`src/rtl/sram_write_buffer.sv`:
```
// sram_write_buffer: posted-write FIFO and port sequencer for a 1Mx16 async SRAM.
// Cache writes are buffered and drained in the background. Cache read misses
// are ordered against the buffered writes, so a read never returns stale data.
// Optional feature macro WB_FORWARD_EN: a read that hits a buffered entry is
// answered from the buffer, and a read miss runs ahead of draining.
//
// Ports:
//   Clk, Reset          clock; asynchronous active-high reset
//   wr_valid/ready      cache write handshake; wr_addr, wr_data are the payload
//   rd_valid, rd_addr   read request, held stable until rd_done
//   rd_done, rd_data    one-cycle completion pulse; rd_data holds the result
//   sram_*              SRAM address, active-low strobes, write data, read data
//   count, full, empty  FIFO occupancy
module sram_write_buffer #(
    parameter int DEPTH     = 4,
    parameter int WR_CYCLES = 2,
    parameter int RD_CYCLES = 2
) (
    input  logic                       Clk,
    input  logic                       Reset,
    input  logic                       wr_valid,
    output logic                       wr_ready,
    input  logic [15:0]                wr_addr,
    input  logic [15:0]                wr_data,
    input  logic                       rd_valid,
    input  logic [15:0]                rd_addr,
    output logic                       rd_done,
    output logic [15:0]                rd_data,
    output logic [19:0]                sram_addr,
    output logic                       sram_ce_n,
    output logic                       sram_oe_n,
    output logic                       sram_we_n,
    output logic [15:0]                sram_dout,
    input  logic [15:0]                sram_din,
    output logic [$clog2(DEPTH+1)-1:0] count,
    output logic                       full,
    output logic                       empty
);
    localparam int CW = $clog2(DEPTH + 1);
    localparam int PW = $clog2(DEPTH);

    typedef enum logic [1:0] {IDLE, WRITE, READ, FWD} state_t;

    state_t        state_q, state_d;
    logic [7:0]    cyc_q, cyc_d;
    logic [PW-1:0] head_q, head_d;
    logic [PW-1:0] tail_q, tail_d;
    logic [CW-1:0] count_q, count_d;
    logic [15:0]   fa_q [DEPTH];
    logic [15:0]   fa_d [DEPTH];
    logic [15:0]   fd_q [DEPTH];
    logic [15:0]   fd_d [DEPTH];
    logic [19:0]   addr_q, addr_d;
    logic [15:0]   dout_q, dout_d;
    logic [15:0]   rdata_q, rdata_d;
    logic          ce_n_q, ce_n_d;
    logic          oe_n_q, oe_n_d;
    logic          we_n_q, we_n_d;
    logic          done_q, done_d;
    logic          enq, deq, go_wr, go_rd;

    assign full      = (count_q == CW'(DEPTH));
    assign empty     = (count_q == '0);
    assign wr_ready  = ~full;
    assign count     = count_q;
    assign rd_done   = done_q;
    assign rd_data   = rdata_q;
    assign sram_addr = addr_q;
    assign sram_dout = dout_q;
    assign sram_ce_n = ce_n_q;
    assign sram_oe_n = oe_n_q;
    assign sram_we_n = we_n_q;

`ifdef WB_FORWARD_EN
    // Oldest-to-youngest scan of registered entries; the last hit wins, so
    // the youngest matching write supplies the data.
    logic          fwd_hit;
    logic [15:0]   fwd_data;
    logic [PW-1:0] idx;

    always_comb begin
        fwd_hit  = 1'b0;
        fwd_data = '0;
        idx      = '0;
        for (int i = 0; i < DEPTH; i++) begin
            idx = head_q + PW'(i);
            if (CW'(i) < count_q && fa_q[idx] == rd_addr) begin
                fwd_hit  = 1'b1;
                fwd_data = fd_q[idx];
            end
        end
    end
`endif

    always_comb begin
        state_d = state_q;
        cyc_d   = cyc_q;
        head_d  = head_q;
        tail_d  = tail_q;
        fa_d    = fa_q;
        fd_d    = fd_q;
        addr_d  = addr_q;
        dout_d  = dout_q;
        rdata_d = rdata_q;
        ce_n_d  = ce_n_q;
        oe_n_d  = oe_n_q;
        we_n_d  = we_n_q;
        done_d  = 1'b0;
        go_wr   = 1'b0;
        go_rd   = 1'b0;
        deq     = 1'b0;
        enq     = wr_valid & ~full;

        // done_q marks the rd_done cycle; the request is still up then
        // and must not start a second access.
        unique case (state_q)
            IDLE: begin
`ifdef WB_FORWARD_EN
                if (rd_valid && !done_q) begin
                    if (fwd_hit) begin
                        state_d = FWD;
                        rdata_d = fwd_data;
                        done_d  = 1'b1;
                    end else begin
                        go_rd = 1'b1;
                    end
                end else if (!empty) begin
                    go_wr = 1'b1;
                end
`else
                if (!empty) begin
                    go_wr = 1'b1;
                end else if (rd_valid && !done_q) begin
                    go_rd = 1'b1;
                end
`endif
            end
            WRITE: begin
                if (cyc_q == 8'(WR_CYCLES - 1)) begin
                    we_n_d  = 1'b1;
                    ce_n_d  = 1'b1;
                    deq     = 1'b1;
                    state_d = IDLE;
                end else begin
                    cyc_d = cyc_q + 8'd1;
                end
            end
            READ: begin
                if (cyc_q == 8'(RD_CYCLES - 1)) begin
                    rdata_d = sram_din;
                    done_d  = 1'b1;
                    oe_n_d  = 1'b1;
                    ce_n_d  = 1'b1;
                    state_d = IDLE;
                end else begin
                    cyc_d = cyc_q + 8'd1;
                end
            end
            FWD: begin
                state_d = IDLE;
            end
            default: begin
                state_d = IDLE;
            end
        endcase

        if (go_wr) begin
            state_d = WRITE;
            cyc_d   = '0;
            addr_d  = {4'b0, fa_q[head_q]};
            dout_d  = fd_q[head_q];
            we_n_d  = 1'b0;
            ce_n_d  = 1'b0;
        end
        if (go_rd) begin
            state_d = READ;
            cyc_d   = '0;
            addr_d  = {4'b0, rd_addr};
            oe_n_d  = 1'b0;
            ce_n_d  = 1'b0;
        end

        if (enq) begin
            fa_d[tail_q] = wr_addr;
            fd_d[tail_q] = wr_data;
            tail_d       = tail_q + PW'(1);
        end
        if (deq) begin
            head_d = head_q + PW'(1);
        end
        count_d = count_q + CW'(enq) - CW'(deq);
    end

    always_ff @(posedge Clk or posedge Reset) begin
        if (Reset) begin
            state_q <= IDLE;
            cyc_q   <= '0;
            head_q  <= '0;
            tail_q  <= '0;
            count_q <= '0;
            for (int i = 0; i < DEPTH; i++) begin
                fa_q[i] <= '0;
                fd_q[i] <= '0;
            end
            addr_q  <= '0;
            dout_q  <= '0;
            rdata_q <= '0;
            ce_n_q  <= 1'b1;
            oe_n_q  <= 1'b1;
            we_n_q  <= 1'b1;
            done_q  <= 1'b0;
        end else begin
            state_q <= state_d;
            cyc_q   <= cyc_d;
            head_q  <= head_d;
            tail_q  <= tail_d;
            count_q <= count_d;
            fa_q    <= fa_d;
            fd_q    <= fd_d;
            addr_q  <= addr_d;
            dout_q  <= dout_d;
            rdata_q <= rdata_d;
            ce_n_q  <= ce_n_d;
            oe_n_q  <= oe_n_d;
            we_n_q  <= we_n_d;
            done_q  <= done_d;
        end
    end
endmodule

```
`config.mk`:
```
export PLATFORM = sky130hd
export DESIGN_NAME = sram_write_buffer
export DESIGN_NICKNAME = d
export VERILOG_FILES = /design/src/rtl/sram_write_buffer.sv
export SDC_FILE = /design/constraint.sdc
export NUM_CORES = 1
export LEC_CHECK = 0
export ABC_CLOCK_PERIOD_IN_PS = 9970
export BUFFER_PORTS_ARGS = -buffer_cell sky130_fd_sc_hd__clkbuf_2
export CELL_PAD_IN_SITES_DETAIL_PLACEMENT = 2
export CELL_PAD_IN_SITES_GLOBAL_PLACEMENT = 2
export CORE_MARGIN = 4
export CORE_UTILIZATION = 43
export CTS_CLUSTER_DIAMETER = 200
export CTS_CLUSTER_SIZE = 8
export DETAILED_ROUTE_END_ITERATION = 6
export GPL_TIMING_DRIVEN = 1
export PLACE_DENSITY_LB_ADDON = 0.1
export SLEW_MARGIN = 20
export SYNTH_ARGS = -nofsm -noshare
export SYNTH_HDL_FRONTEND = slang
export SYNTH_SLANG_ARGS = --single-unit
export TNS_END_PERCENT = 50
```
`constraint.sdc`:
```
create_clock -name Clk -period 9.97 [get_ports Clk]
set_input_delay 1.4955 -clock Clk [delete_from_list [all_inputs] [get_ports Clk]]
set_output_delay 1.4955 -clock Clk [all_outputs]
set_load 0.02 [all_outputs]
```
==> metrics.txt <==
status=completed; post-route core utilization=51.6%; num ports=130; hold_buf cts=0; Final period util=33.4%; Die Wd=150 µm; Clock Path Buffers=2; Post-route DRC=0; Layout Nets=812; cell area after synthesis=0.00870 mm²; final setup TNS=0 ps; CTS resizes=0; Metal-1 WL=9550 µm; top layer in use=met5; Final Setup Violations=0; Area growth, synth to finish=16.5%; Post-Layout Cell Count=1008; number of fill cells=1913; core footprint=0.0197 mm²; Antenna Cells=0; met3 wire len=868 µm; antenna violations before repair=1; Setup Skew=9.17 ps; Seq. cell area=0.00494 mm²; Total Wirelength=22500 µm; Hold WS=479 ps; Critical Path Sink Type=primary output; power per cell area=364 mW/mm²; max cap viols=0; unrepaired setup endpoints after global routing=no; via count=5513; vias in the first global route=6390; Hold Crit Class=reg2reg; Max IR drop VDD=0.144 mV; Worst EP arrival=1830 ps; Initial DRC Count=170; synth top area cells=dfrtp_1 (56%), mux2_2 (17%), mux4_2 (8.3%); Synthesis Warnings=0; sequential cell area fraction in the yosys report=56.7%; worst setup margin=6640 ps; post-synth top area share=55.8%; hold depth=2; TritonCTS Buffers=17; CP Max Fanout=7; Lkg Pwr=4.69 nW; fmax=300 MHz; Total Power=3.69 mW; GRT overflow=0; Async SR Flop Fraction=100%; gr usage total=21.0%; pin count of the biggest net entering global routing=127; DPL Wire Length=14200 µm; Slew Viols, Final=0; Worst setup SP type=flop; critical path class=reg2out; drt first pass iters=4; syn_area_per_cell=14.1 µm²; Post-synth EDFFs=0; global-route wire length before repair=36400 µm; Buffers on Ports=125; Worst Tran Pin Value=1090 ps; H-tree depth=4; Top FF cell, synth=dfrtp_1; wire length on met2=11800 µm; CTS tree=yes; layout cells sized above 1=46.8%; DIE AREA=0.0226 mm²; die height=150 µm; Yosys cell types=44; Initial Utilization=44.3%; ANT nets after route=0; CTS Root Cell=clkbuf_16; RD Place Congestion=0.689; Setup WS pre-CTS=6630 ps; R2R cell count=11; DP Area=0.00952 mm²; latest clock arrival within the worst-skew pair=440 ps; multi-input logic area=0.00353 mm²; Placement Rows=51; relative slew slack=27.5%; clock sink total=197; vias per std cell=5.47; Crit path required time=8470 ps; placed instance count=977; Syn Inst Count=618; Final min period=3330 ps; Synth area leader=dfrtp_1; wire length per cell=22.3 µm; clock slew at reported path FFs=70 ps; final hold viol count=0; Post-Layout Inst Area=0.0101 mm²; number of synthesized register bits=197; Post-CTS Setup Repair Bufs=0
-- power by group --
part	total, mW	leakage (nW)	internal (mW)	switching, mW
Clock	0.730	0.305	0.427	0.303
Sequential	1.46	2.37	1.20	0.262
Combinational	1.50	2.02	0.732	0.768
-- worst max-delay path, stage by stage, from the launching register on --
cell and delay [ps]:
dfrtp_1 510, or3b_1 590, inv_1 120, clkbuf_2 180
-- cell usage after synthesis (all sizes together) (2+ instances only) --
cell / instances
nor3: 3
nand4: 4
nand3: 55
o31ai: 2
a21oi: 10
mux4: 32
dfrtp: 194
o21ai: 4
ha: 12
or3: 4
nand2: 70
a31oi: 2
buf: 24
nor2: 4
dfstp: 3
inv: 11
xnor2: 4
clkbuf: 16
xor2: 3
mux2: 145
-- registers in the layout, summed over array words and instances (netlist names), 2 cells and up --
signal and flops:
rd_data 16, count 3, sram_addr 16, sram_dout 16, fd_q 64, tail_q 2, fa_q 64, state_q 2
head_q 2, cyc_q 8
-- kinds of logic after synthesis --
family	share of synthesized area (%)
muxes	27.4
other	0.0431
and+or+nand+nor	8.35
AOI/OAI and AO/OA	1.77
xor gates and xnor gates	0.705
DFF	56.7
buffers and inverters	3.05
adders and majority gates	1.96
-- metal layers --
layer  vias to the layer above  GRT usage [%]
li1                       2418              -
met3                        20           3.52
met4                         2           5.49
met2                       125           37.4
met1                      2948           26.5
met5                         -              0
-- worst paths after layout --
| check | start | to | slack (ps) |
|---|---|---|---|
| min in group asynchronous | Reset | sram_dout[5]$_DFFE_PP0P_ | 1260 |
| max | count[1]$_DFF_PP0_ | full | 6640 |
| max in group asynchronous | Reset | fa_q[5]$_DFFE_PP0P_ | 7250 |
| min reg2reg | sram_dout[1]$_DFFE_PP0P_ | sram_dout[1]$_DFFE_PP0P_ | 480 |
| min | sram_dout[1]$_DFFE_PP0P_ | sram_dout[1]$_DFFE_PP0P_ | 480 |
| max reg2reg | cyc_q[1]$_DFFE_PP0P_ | count[2]$_DFF_PP0_ | 7100 |
-- final cells by class --
cell class / instances / share of cell area (%)
Inverter: 11 / 0.481
Tap cell: 265 / 3.27
Clock buffer: 23 / 4.91
Clock inverter: 8 / 1.20
Sequential cell: 197 / 48.7
Timing Repair Buffer: 131 / 6.61
Multi-Input combinational cell: 373 / 34.9
-- placed cells by master (no fill, tap or decap), types with 3 or more instances in the layout --
cell,count
dfrtp_1,192
mux2_2,128
clkbuf_2,125
nand2_1,70
nand3_1,50
mux4_2,32
clkbuf_16,17
ha_1,12
inv_1,10
a21oi_1,10
mux2_4,9
mux2_1,8
buf_4,6
clkbuf_8,5
xnor2_1,4
o21ai_0,4
or3_1,4
nor2_1,4
nand4_1,4
nand3_2,4
conb_1,4
xor2_1,3
clkinv_2,3
bufinv_16,3
dfstp_2,3
Power figures use the tool's default switching activity.
